### config.mk
export PLATFORM = sky130hd
export DESIGN_NAME = frame_renderer
export DESIGN_NICKNAME = d
export VERILOG_FILES = /design/src/rtl/tetris_pkg.sv /design/src/rtl/tetromino_rom.sv /design/src/rtl/frame_renderer.sv
export SDC_FILE = /design/constraint.sdc
export NUM_CORES = 1
export LEC_CHECK = 0
export BUFFER_PORTS_ARGS = -buffer_cell sky130_fd_sc_hd__buf_2
export CAP_MARGIN = 40
export CORE_MARGIN = 5
export CORE_UTILIZATION = 35
export DETAILED_ROUTE_END_ITERATION = 6
export HOLD_SLACK_MARGIN = 0.08
export PLACE_DENSITY = 0.52
export SETUP_SLACK_MARGIN = 0.5
export SLEW_MARGIN = 20
export SYNTH_ARGS = -nofsm -noshare
export SYNTH_HDL_FRONTEND = slang
export SYNTH_SLANG_ARGS = --single-unit
### constraint.sdc
create_clock -name clock -period 4.9 [get_ports clock]
set_input_delay 0.98 -clock clock [delete_from_list [all_inputs] [get_ports clock]]
set_output_delay 0.98 -clock clock [all_outputs]
set_load 0.005 [all_outputs]
### src/rtl/tetris_pkg.sv
// Shared definitions for the Tetris frame renderer.
//   - board dimension defaults
//   - piece type codes and the per-piece colour table
//   - renderer FSM state type
// Colours are {R,G,B}, active-low: a 0 bit means that gun is on, and 3'b111 is black.
package tetris_pkg;

    localparam int unsigned DEFAULT_COLS = 10;
    localparam int unsigned DEFAULT_ROWS = 20;

    typedef enum logic [2:0] {
        PieceI    = 3'd0,
        PieceO    = 3'd1,
        PieceT    = 3'd2,
        PieceS    = 3'd3,
        PieceZ    = 3'd4,
        PieceJ    = 3'd5,
        PieceL    = 3'd6,
        PieceNone = 3'd7
    } piece_e;

    localparam logic [2:0] EMPTY_COLOUR = 3'b111;

    // I cyan, O yellow, T magenta, S green, Z red, J blue, L white
    localparam logic [2:0] PIECE_COLOUR [0:6] = '{
        3'b100, 3'b001, 3'b010, 3'b101, 3'b011, 3'b110, 3'b000
    };

    typedef enum logic [1:0] {
        StIdle,
        StWaitVbl,
        StRender,
        StFlush
    } render_state_e;

    function automatic logic [2:0] piece_colour(input logic [2:0] piece_type);
        if (piece_type == PieceNone) begin
            return EMPTY_COLOUR;
        end
        return PIECE_COLOUR[piece_type];
    endfunction

endpackage

### src/rtl/tetromino_rom.sv
// Combinational tetromino shape table.
// Ports:
//   piece_type  in  3   0..6 = I,O,T,S,Z,J,L; 7 = no piece
//   piece_rot   in  2   rotation, 90 degree clockwise steps
//   mask        out 16  4x4 occupancy, bit index = row*4 + col
// I and O turn inside the full 4x4 box; the other pieces turn inside the top-left 3x3.
module tetromino_rom
    import tetris_pkg::*;
(
    input  logic [2:0]  piece_type,
    input  logic [1:0]  piece_rot,
    output logic [15:0] mask
);

    always_comb begin
        mask = 16'h0000;
        case ({piece_type, piece_rot})
            5'b000_00: mask = 16'h00F0;
            5'b000_01: mask = 16'h4444;
            5'b000_10: mask = 16'h0F00;
            5'b000_11: mask = 16'h2222;
            5'b001_00: mask = 16'h0660;
            5'b001_01: mask = 16'h0660;
            5'b001_10: mask = 16'h0660;
            5'b001_11: mask = 16'h0660;
            5'b010_00: mask = 16'h0072;
            5'b010_01: mask = 16'h0262;
            5'b010_10: mask = 16'h0270;
            5'b010_11: mask = 16'h0232;
            5'b011_00: mask = 16'h0036;
            5'b011_01: mask = 16'h0462;
            5'b011_10: mask = 16'h0360;
            5'b011_11: mask = 16'h0231;
            5'b100_00: mask = 16'h0063;
            5'b100_01: mask = 16'h0264;
            5'b100_10: mask = 16'h0630;
            5'b100_11: mask = 16'h0132;
            5'b101_00: mask = 16'h0071;
            5'b101_01: mask = 16'h0226;
            5'b101_10: mask = 16'h0470;
            5'b101_11: mask = 16'h0322;
            5'b110_00: mask = 16'h0074;
            5'b110_01: mask = 16'h0622;
            5'b110_10: mask = 16'h0170;
            5'b110_11: mask = 16'h0223;
            default:   mask = 16'h0000;
        endcase
    end

endmodule

### src/rtl/frame_renderer.sv
// Writer side of the Tetris frame buffer. On a start pulse it waits for vertical blank,
// then rewrites every cell in raster order, one per clock, overlaying the latched falling
// piece on the locked-board memory.
// Ports:
//   clock, reset_n                 clock and asynchronous active-low reset
//   start                          render request pulse (ignored while busy)
//   vblank                         vertical blank, synchronous to clock
//   piece_valid/type/rot/x/y       active piece, sampled when start is accepted
//   brd_rd_x, brd_rd_y             board read address
//   brd_rd_data                    board colour, valid one cycle after its address
//   fb_we, fb_x, fb_y, fb_data     frame buffer write port
//   busy                           render accepted and not yet complete
//   done                           one-cycle pulse after the final write
module frame_renderer
    import tetris_pkg::*;
#(
    parameter int unsigned COLS = DEFAULT_COLS,
    parameter int unsigned ROWS = DEFAULT_ROWS
) (
    input  logic       clock,
    input  logic       reset_n,
    input  logic       start,
    input  logic       vblank,
    input  logic       piece_valid,
    input  logic [2:0] piece_type,
    input  logic [1:0] piece_rot,
    input  logic [4:0] piece_x,
    input  logic [5:0] piece_y,
    output logic [3:0] brd_rd_x,
    output logic [4:0] brd_rd_y,
    input  logic [2:0] brd_rd_data,
    output logic       fb_we,
    output logic [3:0] fb_x,
    output logic [4:0] fb_y,
    output logic [2:0] fb_data,
    output logic       busy,
    output logic       done
);

    localparam logic [7:0] LAST_CELL = 8'(COLS * ROWS - 1);
    localparam logic [3:0] LAST_COL  = 4'(COLS - 1);

    render_state_e state_q, state_d;

    logic [7:0] cnt_q, cnt_d;
    logic [3:0] x_q, x_d;
    logic [4:0] y_q, y_d;
    logic       busy_q, busy_d;
    logic       done_q, done_d;
    logic       fb_we_q, fb_we_d;
    logic [3:0] fb_x_q, fb_x_d;
    logic [4:0] fb_y_q, fb_y_d;
    logic       cover_q, cover_d;
    logic       latch_en;

    logic       pvalid_q;
    logic [2:0] ptype_q;
    logic [1:0] prot_q;
    logic [4:0] px_q;
    logic [5:0] py_q;

    logic [15:0]       mask;
    logic signed [5:0] dx;
    logic signed [6:0] dy;
    logic              in_box;
    logic              cover_now;

    tetromino_rom u_rom (
        .piece_type (ptype_q),
        .piece_rot  (prot_q),
        .mask       (mask)
    );

    // Piece overlay test for the cell currently being addressed. Offsets are signed so that
    // cells left of / above the box origin fall outside 0..3 and are clipped, never wrapped.
    always_comb begin
        dx        = $signed({2'b00, x_q}) - $signed({px_q[4], px_q});
        dy        = $signed({2'b00, y_q}) - $signed({py_q[5], py_q});
        in_box    = (dx[5:2] == 4'd0) && (dy[6:2] == 5'd0);
        cover_now = pvalid_q && (ptype_q != PieceNone) && in_box && mask[{dy[1:0], dx[1:0]}];
    end

    always_comb begin
        state_d  = state_q;
        cnt_d    = cnt_q;
        x_d      = x_q;
        y_d      = y_q;
        busy_d   = busy_q;
        done_d   = 1'b0;
        fb_we_d  = 1'b0;
        fb_x_d   = fb_x_q;
        fb_y_d   = fb_y_q;
        cover_d  = 1'b0;
        latch_en = 1'b0;

        unique case (state_q)
            StIdle: begin
                if (start) begin
                    latch_en = 1'b1;
                    busy_d   = 1'b1;
                    state_d  = StWaitVbl;
                end
            end
            StWaitVbl: begin
                if (vblank) begin
                    state_d = StRender;
                end
            end
            StRender: begin
                // Address stage for cell k; its write lands next cycle with the board data.
                fb_we_d = 1'b1;
                fb_x_d  = x_q;
                fb_y_d  = y_q;
                cover_d = cover_now;
                if (cnt_q == LAST_CELL) begin
                    state_d = StFlush;
                    cnt_d   = 8'd0;
                    x_d     = 4'd0;
                    y_d     = 5'd0;
                end else begin
                    cnt_d = cnt_q + 8'd1;
                    if (x_q == LAST_COL) begin
                        x_d = 4'd0;
                        y_d = y_q + 5'd1;
                    end else begin
                        x_d = x_q + 4'd1;
                    end
                end
            end
            StFlush: begin
                busy_d  = 1'b0;
                done_d  = 1'b1;
                state_d = StIdle;
            end
            default: state_d = StIdle;
        endcase
    end

    always_ff @(posedge clock or negedge reset_n) begin
        if (!reset_n) begin
            state_q <= StIdle;
            cnt_q   <= 8'd0;
            x_q     <= 4'd0;
            y_q     <= 5'd0;
            busy_q  <= 1'b0;
            done_q  <= 1'b0;
            fb_we_q <= 1'b0;
            fb_x_q  <= 4'd0;
            fb_y_q  <= 5'd0;
            cover_q <= 1'b0;
        end else begin
            state_q <= state_d;
            cnt_q   <= cnt_d;
            x_q     <= x_d;
            y_q     <= y_d;
            busy_q  <= busy_d;
            done_q  <= done_d;
            fb_we_q <= fb_we_d;
            fb_x_q  <= fb_x_d;
            fb_y_q  <= fb_y_d;
            cover_q <= cover_d;
        end
    end

    always_ff @(posedge clock or negedge reset_n) begin
        if (!reset_n) begin
            pvalid_q <= 1'b0;
            ptype_q  <= 3'd7;
            prot_q   <= 2'd0;
            px_q     <= 5'd0;
            py_q     <= 6'd0;
        end else if (latch_en) begin
            pvalid_q <= piece_valid;
            ptype_q  <= piece_type;
            prot_q   <= piece_rot;
            px_q     <= piece_x;
            py_q     <= piece_y;
        end
    end

    assign brd_rd_x = x_q;
    assign brd_rd_y = y_q;
    assign fb_we    = fb_we_q;
    assign fb_x     = fb_x_q;
    assign fb_y     = fb_y_q;
    // Board data arrives this cycle, aligned with the registered write address.
    assign fb_data  = fb_we_q ? (cover_q ? piece_colour(ptype_q) : brd_rd_data) : 3'b000;
    assign busy     = busy_q;
    assign done     = done_q;

endmodule

# == Word-level counts from Yosys, hierarchy flattened ==
# Memory sizes are Yosys's and may differ from the RTL's.
# Cells that the tools add are included.
# totals
input_bits,24
output_inout_bits,24
rom_bits,440
mem_count,2
wordCells,72
ff_bits,49
# memory_table
name,depth,width,read_ports,rd_ports_with_merged_regs,write_ports,line,source
(name not given),32,13,1,0,0,tetromino_rom.sv:17,"case ({piece_type, piece_rot})"
(name not given),8,3,1,0,0,tetris_pkg.sv:40,return PIECE_COLOUR[piece_type];
# op_classes
muxes,25
addsub,5
magnitude_cmp,2
n_eq_ne,10
n_reduce_logical,12
bitwise_logic,1
# ops
cell,n
3-bit 2-to-1 mux,6
5-bit 2-to-1 mux,2
"8-bit by 1-bit adder with 8-bit output, second input constant",1
"8-bit == test, second input constant",1
1-bit 2-to-1 mux,8
4-bit 2-to-1 mux,2
8-bit 2-to-1 mux,1
2-bit case mux with 4 select lines,1
6-bit by 6-bit subtractor with 7-bit output,1
2-bit 2-to-1 mux,3
"2-bit != test, second input constant",3
5-bit by 5-bit subtractor with 6-bit output,1
"5-bit by 1-bit adder with 5-bit output, second input constant",1
5-bit zero test,1
"4-bit by 5-bit < comparator with 1-bit output, second input constant",1
"4-bit by 1-bit adder with 4-bit output, second input constant",1
1-bit binary-select mux with 4-bit select,1
"2-bit == test, second input constant",2
"4-bit == test, second input constant",1
"4-bit >= comparator, second input constant",1
1-bit logical AND,4
4-bit zero test,1
3-bit NOT with 4-bit output,1
2-bit AND reduction,2
7 further kinds,8

# == Longest topological paths before layout ==
# Gate-level depths: netlist (run 1).
# logic_depth
ltp_word,7
depth_mapped,9
depth_no_buf,9

# == Hierarchy ==
# A second synthesis (run 1) with hierarchy kept.
# unflattened
hier_cells,293
hier_area_um2,3224.3
# by_module_without_submodules
module,cells_per_inst,seq_area_each_um2,n_inst,area_each_um2
frame_renderer,225,1229.9,1,2666.3
tetromino_rom,68,0.0,1,558.0

# == Least setup slack after synthesis (run 1) ==
# Ideal clock, no wire load.
# synth_timing
kind,register to output
startpoint,reg ptype_q[0]
endpoint,out fb_data[2]
required_time_ps,3920
path_buffers,2
path_stages_with_launch,8
setup_slack_ps,2342
arrival_ps,1578
cell_sequence,dfstp_2 > buf_4 > buf_2 > inv_1 > ha_1 > o21ai_0 > mux2i_1 > nor2b_1
# synth_via
elab_chain_cells,7
elab_cells_between_ends,9
cone_classes,eq/ne (1); mux (6); bitwise (1); memory (1)
# synth_rtl
element,line,source
from (decl),frame_renderer.sv:57,logic [2:0] ptype_q;
from (signal assigned),frame_renderer.sv:174,ptype_q <= piece_type;
3-bit NOT with 4-bit output (not written as such),tetris_pkg.sv:40,
memory 8 x 3 bit,n/a,
3-bit 2-to-1 mux (not written as such) (2 in series),tetris_pkg.sv:40,
3-bit 2-to-1 mux *,tetris_pkg.sv:40,
3-bit 2-to-1 mux * (2 in series),frame_renderer.sv:187,assign fb_data = fb_we_q ? (cover_q ? piece_colour(ptype_q) : brd_rd_data) : 3'b000;
to (decl),frame_renderer.sv:35,"output logic [2:0] fb_data,"
# Mark *: on every way between the ends. The rest lies on a longest branch, timed or not. The select of a mux whose other input is x is not followed.

# == Worst setup path in the final report (run 1) ==
# layout_timing
startpoint,reg ptype_q[1]
endpoint,out fb_data[2]
# Same word-level chain as after synthesis.

==> run_results.csv, run 1 <==
group,metric,value,unit
sta,final.setup.worst_slack,1.85,ns
flow_run,maxCapViolations,0,
critical_path,cp_data_arrival_time,2.07,ns
power_and_ir_drop,irDropWorstVdd,0.226,mV
route,final_antenna_net_count,0,
die,core_area,8760,sq um
cts,cts_sinks,49,
power_and_ir_drop,cellPowerDensity,661,nW/um^2
route,drt-vias-per-instance,5.30,
route,drc,0,
sta,hold_viol,0,
route,drtIter0Drc,103,
cts,clkLatencyLatePin,0.30,ns
yosys,ys_top_cells_by_area,"dfrtp_1, ha_1, mux2_2",
yosys,mappedNetlistNets,368,
yosys,synth_top_area_cell,"dfrtp_1",
placement,hpwl,5290,microns
yosys,yosysUniqueCellTypes,54,
die,std_cell_rows,34,
sta,setup_viol,0,
sta,fmax,327,MHz
yosys,syn-cell-area,3160,sq um
grt,grt_pass1_vias,2468,
placement,dp_slack,2.17,ns
cells_and_area,drive_gt1_share,27.0,%
critical_path,end_kind,"primary output",
die,ioPinCount,48,
route,vias,2452,
yosys,synthArstFlopShare,100,%
cts,cts-htree-levels,2,
grt,grt_pass1_wl,12300,microns
yosys,avgSynthCellArea,10.1,sq um
cells_and_area,n_antenna_cell,0,
power_and_ir_drop,power,2.36,mW
cts,cts_buffer_depth,2,
cells_and_area,utilization,40.7,%
cts,post_cts_buffers,0,
cts,cts-resized-gates,0,
sta,worst_pin_slew,0.761,ns
yosys,synth_mux_area_share,11.6,%
die,dieArea,11000,sq um
yosys,synthFlopType,"dfrtp_1",
sta,setup_tns,0,ns
route,routed_wl,7180,microns
yosys,synth-simple-area-share,14.1,%
status,status,"finished clean",
cells_and_area,final_cells,463,
route,dr.pass1.iters,4,
hold_path,hold_start,"fb_y[1]",
cts,cts_buffers,5,
critical_path,cp.required,3.92,ns
yosys,yosysWarnings,0,
grt,grt_max_degree,50,
sta,max_slew_margin,49.2,%
cells_and_area,area_growth,12.8,%
power_and_ir_drop,p_leak,1.70,nW
yosys,synth_top_family_by_area,"compound AO/OA/AOI/OAI gates",
sta,slew_violations,0,
placement,placedCellCount,455,
die,die_x,105,microns
cells_and_area,nNetsFinal,410,
yosys,ys_seq_elements,49,
critical_path,cp-start-kind,"register",
cts,clock-root-buffer,"clkbuf_8",
sta,fin_skew,0.00623,ns
yosys,synth_commonest_cells,"dfrtp_1, ha_1, mux2_2",
yosys,synth_edf_count,0,
grt,grt_antenna_before_repair,0,
cts,cts.clk_slew.worst_paths,0.09,ns
die,die_y,105,microns
yosys,yosys.area_share.adder,13.4,%
critical_path,cp_max_fo,21,
die,start_util,36.1,%
sta,min_period,3.05,ns
critical_path,critical_path_class,"reg -> out",
grt,grt_usage,13.4,%
yosys,synthCells,312,
sta,rsz0062_at_grt,"no",
placement,gp_congestion,0.830,
yosys,synth_most_common_cell,"dfrtp_1",
yosys,synth_top_area_share,36.4,%
placement,port_buffers,47,
hold_path,hp-class,"reg -> reg",
critical_path,r2r-start,"prot_q[0]",
sta,fin_crit_sh,62.3,%
route,wl_per_cell,15.5,microns
cts,cts_hold_buffers,0,
cts,tritoncts,"yes",
yosys,synthXorXnorAreaFrac,2.22,%
yosys,synth_compound_area_share,14.6,%
yosys,yosysSeqAreaShare,38.9,%
grt,overflow,0,
critical_path,startpoint,"ptype_q[1]",
[sequential cells by signal, summed over array words and instances, names as in the netlist]
signal	flops
cnt_q	8
pvalid_q	1
prot_q	2
busy	1
cover_q	1
py_q	6
brd_rd_y	5
state_q	2
fb_x	4
fb_y	5
brd_rd_x	4
done	1
px_q	5
ptype_q	3
fb_we	1
[cells in the final DEF (no fill, tap or decap), types with 8 or more instances in the layout]
| cell type | instances |
|---|---|
| inv_1 | 26 |
| dfrtp_1 | 46 |
| mux2_2 | 27 |
| nand4_1 | 8 |
| ha_1 | 30 |
| nand3_1 | 8 |
| buf_2 | 47 |
| nand2_1 | 18 |
| nor2b_1 | 8 |
| nor2_1 | 14 |
| a21oi_1 | 17 |
| o21ai_0 | 17 |
[worst max-delay path, stage by stage, from the launching register on]
cell and delay (ns):
dfstp_2 0.77, inv_1 0.22, ha_1 0.31, o21ai_0 0.16
mux2i_1 0.09, nor2b_1 0.10, buf_2 0.11
[layout make-up]
type	instances	area (sq um)
Clock buffer	6	72.6
Clock inverter	2	10.0
Fill cell	903	5190
Inverter	27	101
Multi-Input combinational cell	222	1770
Sequential cell	49	1230
Tap cell	108	135
Timing Repair Buffer	49	250
[metrics by stage]
stage                     hold WS [ns]  instance area, sq um
after global placement           0.487                  3490
after floorplan                  0.479                  3160
final                            0.508                  3570
after CTS                        0.512                  3570
after global routing             0.543                  3570
after detailed placement         0.490                  3490
[final timing paths]
kind,end,slack (ns),depth (start not counted)
min reg2reg,fb_y[1],0.51,1
min in group asynchronous,cnt_q[4],0.77,2
max,fb_data[2],1.85,6
max in group asynchronous,state_q[0],3.69,2
min,fb_y[1],0.51,1
max reg2reg,cover_q,2.31,8
[where the power goes]
group	total [mW]	switching, mW	internal (mW)
combinational	1.30	0.693	0.611
sequential	0.823	0.243	0.580
clock	0.232	0.133	0.0993
[routing by layer]
layer	wire length (microns)	GRT usage [%]	up-vias
met3	281	2.59	12
met5	0	0	-
met2	3450	21.3	55
met1	3330	18.3	1189
met4	120	4.75	0
li1	-	-	1196
[logic make-up (layout without fill, tap and decap cells)]
| logic type | after synthesis | count (layout) |
|---|---|---|
| compound gates | 70 | 70 |
| flops | 49 | 49 |
| xor+xnor | 8 | 8 |
| fa+ha+maj | 33 | 33 |
| simple gates | 78 | 78 |
| buf+inv | 41 | 84 |
| mux | 33 | 33 |
Power figures use the tool's default switching activity.
==> inputs of run 2 (changes only) <==
--- a/config.mk
+++ b/config.mk
@@ -5,13 +5,14 @@
 export SDC_FILE = /design/constraint.sdc
 export NUM_CORES = 1
 export LEC_CHECK = 0
+export ABC_AREA = 1
 export BUFFER_PORTS_ARGS = -buffer_cell sky130_fd_sc_hd__buf_2
 export CAP_MARGIN = 40
 export CORE_MARGIN = 5
 export CORE_UTILIZATION = 35
 export DETAILED_ROUTE_END_ITERATION = 6
 export HOLD_SLACK_MARGIN = 0.08
-export PLACE_DENSITY = 0.52
+export PLACE_DENSITY = 0.54
 export SETUP_SLACK_MARGIN = 0.5
 export SLEW_MARGIN = 20
 export SYNTH_ARGS = -nofsm -noshare
==> constraint.sdc (replaced) <==
create_clock -name clock -period 2.5 [get_ports clock]
set_input_delay 0.5 -clock clock [delete_from_list [all_inputs] [get_ports clock]]
set_output_delay 0.5 -clock clock [all_outputs]
set_load 0.005 [all_outputs]
==> run_results.csv, run 2 <==
group,metric,value,unit
status,status,"finished clean",
critical_path,cp-start-kind,"register",
yosys,synth_top_area_share,35.6,%
critical_path,cp_max_fo,4,
route,dr.pass1.iters,5,
critical_path,r2r_setup_slack,0.59,ns
placement,placedCellCount,587,
cts,clkLatencyLatePin,0.31,ns
route,drt-vias-per-instance,4.87,
critical_path,r2r-start,"brd_rd_x[0]",
grt,grt_usage,15.4,%
cells_and_area,nNetsFinal,550,
grt,overflow,0,
yosys,ys_seq_elements,49,
route,drtIter0Drc,147,
cells_and_area,largest_reg_flops,8,
route,drc,0,
cells_and_area,drive_gt1_share,19.2,%
sta,fmax,474,MHz
yosys,synth_top_area_cell,"dfrtp_1",
yosys,synth_edf_count,0,
sta,hold_viol,0,
die,start_util,35.5,%
cells_and_area,n_antenna_cell,0,
die,std_cell_rows,35,
cells_and_area,final_cells,606,
sta,setup_tns,0,ns
die,die_y,106,microns
yosys,avgSynthCellArea,7.45,sq um
cts,cts_hold_buffers,0,
route,wl_met2,3800,microns
sta,rsz0062_at_grt,"yes",
critical_path,crit_path_max_incr_delay,0.60,ns
yosys,synth_commonest_cells,"nand2_1, inv_1, dfrtp_1, nand3_1, o21ai_0",
cts,tritoncts,"yes",
grt,grt_pass1_wl,14200,microns
route,wl_per_cell,13.7,microns
route,wl_met3,447,microns
route,routed_wl,8310,microns
die,ioPinCount,48,
yosys,yosysUniqueCellTypes,33,
yosys,synthArstFlopShare,100,%
sta,hold_ws,0.159,ns
cells_and_area,regMostFlops,"cnt_q",
yosys,syn-cell-area,3230,sq um
cells_and_area,area_growth,20.2,%
power_and_ir_drop,power,5.10,mW
sta,fin_skew,0.00999,ns
critical_path,cp_num_buf_inv,2,
cts,cts_sinks,49,
placement,hpwl,6260,microns
yosys,synth_most_common_cell,"nand2_1",
yosys,synthCells,434,
placement,port_buffers,47,
die,dieArea,11300,sq um
cts,clock-root-buffer,"clkbuf_8",
critical_path,crit_chain,"buf_8 > ha_4 > or2_4 > o22ai_2 > a21oi_1 > buf_2",
sta,max_slew_margin,64.2,%
power_and_ir_drop,irDropWorstVdd,0.545,mV
hold_path,hp-class,"in -> async",
route,vias,2949,
sta,worst_pin_slew,0.536,ns
yosys,ys_top_cells_by_area,"dfrtp_1, nand2_1, ha_1",
die,die_x,106,microns
yosys,synthFlopType,"dfrtp_1",
die,core_area,9110,sq um
yosys,mappedNetlistNets,490,
critical_path,end_kind,"primary output",
cells_and_area,top_regs,"cnt_q x8, py_q x6",
placement,gp_congestion,0.872,
cells_and_area,layout_commonest_cell,"nand2_1",
power_and_ir_drop,cellPowerDensity,1310,nW/um^2
grt,grt_antenna_before_repair,0,
sta,fin_crit_sh,84.3,%
cts,cts_buffers,5,
sta,slew_violations,0,
cts,cts.clk_slew.worst_paths,0.10,ns
grt,grt_max_degree,29,
yosys,yosysSeqAreaShare,38.1,%
critical_path,cp_data_arrival_time,1.61,ns
critical_path,crit_family,"flip-flops",
yosys,yosysWarnings,0,
cells_and_area,layout_common_cells,"nand2_1, inv_1, buf_2",
cts,cts-htree-levels,2,
cts,cts_buffer_depth,2,
flow_run,maxCapViolations,0,
critical_path,slowest_stage,"dfstp_2",
route,routed.top_layer,"met4",
route,wl_met1,4000,microns
grt,grt_pass1_vias,2905,
critical_path,cp.required,2.00,ns
sta,setup_viol,0,
sta,min_period,2.11,ns
power_and_ir_drop,p_leak,2.06,nW
critical_path,critical_path_class,"reg -> out",
critical_path,startpoint,"ptype_q[0]",
route,final_antenna_net_count,0,
==> run 2: changes by cell type after synthesis, sizes merged, moves of 5 or more <==
cell	previous run	this run
nand2	18	124
nand3	8	47
inv	27	57
mux2	28	0
o21ai	17	38
nor2	15	28
nor2b	8	0
nand4	8	1
a2111oi	5	0
mux2i	5	0
==> run 2: metal layers <==
metal	up-vias	track usage, %
met3	6	2.73
met1	1365	21.7
met4	0	2.59
li1	1505	-
met2	73	25.3
met5	-	0
==> run 2: cell type report <==
cell class | instances | area, sq um
Timing Repair Buffer | 66 | 405
Multi-Input combinational cell | 313 | 1770
Clock inverter | 3 | 43.8
Sequential cell | 49 | 1230
Clock buffer | 5 | 68.8
Inverter | 59 | 233
Tap cell | 111 | 139
Fill cell | 961 | 5220
==> run 2: kinds of logic (layout without fill, tap and decap cells) <==
kind of cell | after synthesis | after routing | share of synthesized area (%)
AO/OA/AOI/OAI | 65 | 65 | 10.7
XOR/XNOR | 8 | 8 | 2.17
adder cells (fa/ha/maj) | 32 | 32 | 12.9
buffers and inverters | 72 | 133 | 9.21
flip-flops | 49 | 49 | 38.1
AND/OR/NAND/NOR | 208 | 208 | 27.0
==> run 2: final timing paths <==
| kind | depth (start not counted) | end |
|---|---|---|
| max | 6 | fb_data[1] |
| min | 1 | cnt_q[1] |
| max reg2reg | 9 | cover_q |
| min reg2reg | 2 | fb_x[3] |
| max in group asynchronous | 2 | ptype_q[1] |
| min in group clock | 3 | pvalid_q |
==> run 2: power breakdown <==
part	switching (mW)	leakage (nW)	internal [mW]
combinational	1.87	1.39	1.26
clock	0.296	0.0585	0.301
sequential	0.257	0.621	1.12
total	2.43	2.06	2.67
==> run 2: timing repair <==
| item | CTS | global route |
|---|---|---|
| gates resized for setup | 18 | 5 |
| endpoints found under the hold margin | 0 | 0 |
| setup endpoints to repair | 11 | 6 |
| pin swaps | 5 | 5 |
| setup buffers | 11 | 0 |
==> run 2: through the flow <==
stage | utilization [%] | setup slack (ns) | area (sq um)
2_1_floorplan | - | 0.643 | 3230
3_3_place_gp | 39.5 | 0.534 | 3600
3_5_place_dp | 39.5 | 0.437 | 3600
4_1_cts | 42.5 | 0.380 | 3870
5_1_grt | 42.7 | 0.301 | 3890
6_report | 42.7 | 0.392 | 3890
==> inputs of run 3 (changes only) <==
--- a/config.mk
+++ b/config.mk
@@ -5,14 +5,14 @@
 export SDC_FILE = /design/constraint.sdc
 export NUM_CORES = 1
 export LEC_CHECK = 0
-export ABC_AREA = 1
+export ABC_AREA = 0
 export BUFFER_PORTS_ARGS = -buffer_cell sky130_fd_sc_hd__buf_2
 export CAP_MARGIN = 40
 export CORE_MARGIN = 5
 export CORE_UTILIZATION = 35
 export DETAILED_ROUTE_END_ITERATION = 6
 export HOLD_SLACK_MARGIN = 0.08
-export PLACE_DENSITY = 0.54
+export PLACE_DENSITY = 0.52
 export SETUP_SLACK_MARGIN = 0.5
 export SLEW_MARGIN = 20
 export SYNTH_ARGS = -nofsm -noshare
==> constraint.sdc (replaced) <==
create_clock -name clock -period 2.1 [get_ports clock]
set_input_delay 0.42 -clock clock [delete_from_list [all_inputs] [get_ports clock]]
set_output_delay 0.42 -clock clock [all_outputs]
set_load 0.005 [all_outputs]
==> run_results.csv, run 3 (synthesis results as in run 1) <==
group,metric,value,unit
critical_path,cp-start-kind,"register",
sta,min_period,2.10,ns
power_and_ir_drop,pwr-share-clk,7.9,%
die,die_y,105,microns
critical_path,r2r_end,"cover_q",
hold_path,hp-class,"in -> async",
cts,tritoncts,"yes",
cts,clkLatencyLatePin,0.30,ns
cells_and_area,layout_common_cells,"buf_2, dfrtp_1, buf_4",
status,status,"finished clean",
power_and_ir_drop,intPower,4.08,mW
cts,cts_sinks,49,
route,wl_per_cell,15.1,microns
route,drt-vias-per-instance,5.04,
critical_path,crit_family,"flip-flops",
grt,overflow,0,
cells_and_area,largest_reg_flops,8,
route,drtIter0Drc,56,
route,vias,2575,
power_and_ir_drop,seqPwrFrac,23.8,%
placement,port_buffers,47,
sta,fmax,477,MHz
die,ioPinCount,48,
cells_and_area,drive_gt1_share,47.6,%
sta,hold_viol,0,
sta,fin_skew,0.00667,ns
placement,dp_slack,0.0000460,ns
critical_path,critical_path_class,"reg -> out",
die,core_area,8760,sq um
sta,max_slew_margin,66.8,%
flow_run,maxCapViolations,0,
cts,cts-htree-levels,2,
critical_path,end_kind,"primary output",
grt,grt_antenna_before_repair,0,
cts,cts_buffer_depth,2,
cts,clock-root-buffer,"clkbuf_8",
grt,grt_usage,14.0,%
critical_path,cp_num_buf_inv,3,
critical_path,r2r-start,"ptype_q[0]",
critical_path,crit_path_max_incr_delay,0.60,ns
route,routed_wl,7730,microns
critical_path,crit_chain,"buf_12 > inv_8 > ha_4 > o21ai_2 > mux2i_1 > nor2b_1 > buf_2",
grt,grt_max_degree,31,
die,dieArea,11000,sq um
sta,worst_pin_slew,0.498,ns
placement,placed_area,3770,sq um
cells_and_area,regMostFlops,"cnt_q",
cells_and_area,layout_commonest_cell,"buf_2",
cts,cts.clk_slew.worst_paths,0.09,ns
die,std_cell_rows,34,
power_and_ir_drop,irDropWorstVdd,0.605,mV
power_and_ir_drop,p_sw_share,42.6,%
cells_and_area,n_antenna_cell,0,
sta,final.setup.worst_slack,0.00279,ns
cts,cts_buffers,5,
critical_path,cp_data_arrival_time,1.68,ns
critical_path,slowest_stage,"dfstp_2",
sta,rsz0062_at_grt,"yes",
critical_path,r2r_cells,8,
cells_and_area,fin_area,4340,sq um
cells_and_area,area_growth,37.1,%
power_and_ir_drop,p_comb_share,68.4,%
sta,fin_crit_sh,99.9,%
placement,hpwl,5370,microns
die,die_x,105,microns
grt,grt_pass1_wl,13000,microns
cells_and_area,n_fill_cell,828,
critical_path,cp_max_fo,3,
sta,setup_viol,0,
power_and_ir_drop,p_leak,1.99,nW
route,drc,0,
route,dr.pass1.iters,4,
cts,cts_hold_buffers,0,
sta,slew_violations,0,
critical_path,r2r_setup_slack,0.03,ns
die,start_util,36.1,%
power_and_ir_drop,cellPowerDensity,1640,nW/um^2
critical_path,cp.required,1.68,ns
route,final_antenna_net_count,0,
cells_and_area,utilization,49.5,%
cells_and_area,nNetsFinal,458,
grt,grt_pass1_vias,2663,
power_and_ir_drop,p_sw,3.02,mW
placement,gp_congestion,0.877,
cells_and_area,top_regs,"cnt_q x8, py_q x6",
==> run 3: cell types whose count changed in the layout (fill, tap and decap cells not counted), sizes merged, moves of 7 or more <==
cell,previous run,this run
nor2,28,15
nand2,124,18
nand4,1,8
buf,66,96
o21ai,38,17
mux2,0,28
inv,58,27
nor2b,0,8
nand3,47,8
==> run 3: worst max path at each step <==
stage | end | startpoint | cells after the start | slack, ns
after detailed placement | cover_q | brd_rd_y[0] | 8 | 0.00005
final | fb_data[2] | ptype_q[0] | 7 | 0.003
after CTS | fb_data[2] | ptype_q[0] | 7 | -0.01
after floorplan | cover_q | brd_rd_y[0] | 8 | 0.12
after global routing | fb_data[2] | ptype_q[0] | 7 | -0.09
after global placement | cover_q | brd_rd_y[0] | 8 | 0.06
==> run 3: repair_timing <==
action / in CTS / in global routing
gates resized for setup: 40 / 26
buffers inserted: 21 / 3
pin swaps: 11 / 10
cloned: 1 / 0
setup endpoints to repair: 16 / 31
==> run 3: worst reg2reg max path: stages, from the launching register on <==
cell       delay [ns]
dfstp_2          0.60
buf_12           0.13
buf_12           0.13
nor2b_1          0.20
o21bai_1         0.14
a221oi_1         0.10
nor3_1           0.19
a2111oi_2        0.11
a2111oi_2        0.36
==> run 3: metrics by stage <==
| step | hold WS [ns] | power (mW) | std cells | TNS, ns |
|---|---|---|---|---|
| after floorplan | 0.124 | 4.44 | 312 | 0 |
| after global placement | 0.422 | 5.50 | 478 | 0 |
| after global routing | 0.101 | 7.70 | 511 | -0.216 |
| after CTS | 0.0834 | 6.88 | 508 | -0.0134 |
| after detailed placement | 0.415 | 5.50 | 478 | 0 |
| final | 0.0773 | 7.10 | 511 | 0 |
==> run 3: routing by layer <==
| layer | share of wire (%) | vias up | GRT usage (%) |
|---|---|---|---|
| met5 | 0 | - | 0 |
| met4 | 0.74 | 0 | 3.74 |
| met3 | 2.3 | 4 | 2.16 |
| met2 | 51 | 33 | 24.1 |
| met1 | 46 | 1239 | 18.4 |
| li1 | - | 1299 | - |
==> run 3: final cells by class <==
cell class / count / area [sq um] / share of cell area (%)
Tap cell: 108 / 135 / 3.12
Inverter: 27 / 116 / 2.68
Sequential cell: 49 / 1230 / 28.4
Clock buffer: 7 / 76.3 / 1.76
Clock inverter: 1 / 7.51 / 0.173
Timing Repair Buffer: 97 / 732 / 16.9
Multi-Input combinational cell: 222 / 2040 / 47.0
==> run 3: power by group through the flow <==
stage | sequential, mW | combinational (mW) | clock (mW)
after CTS | 1.69 | 4.62 | 0.580
after floorplan | 1.71 | 2.72 | 0
after detailed placement | 1.73 | 3.77 | 0
after global routing | 1.74 | 5.35 | 0.618
after global placement | 1.72 | 3.77 | 0
final | 1.69 | 4.85 | 0.558
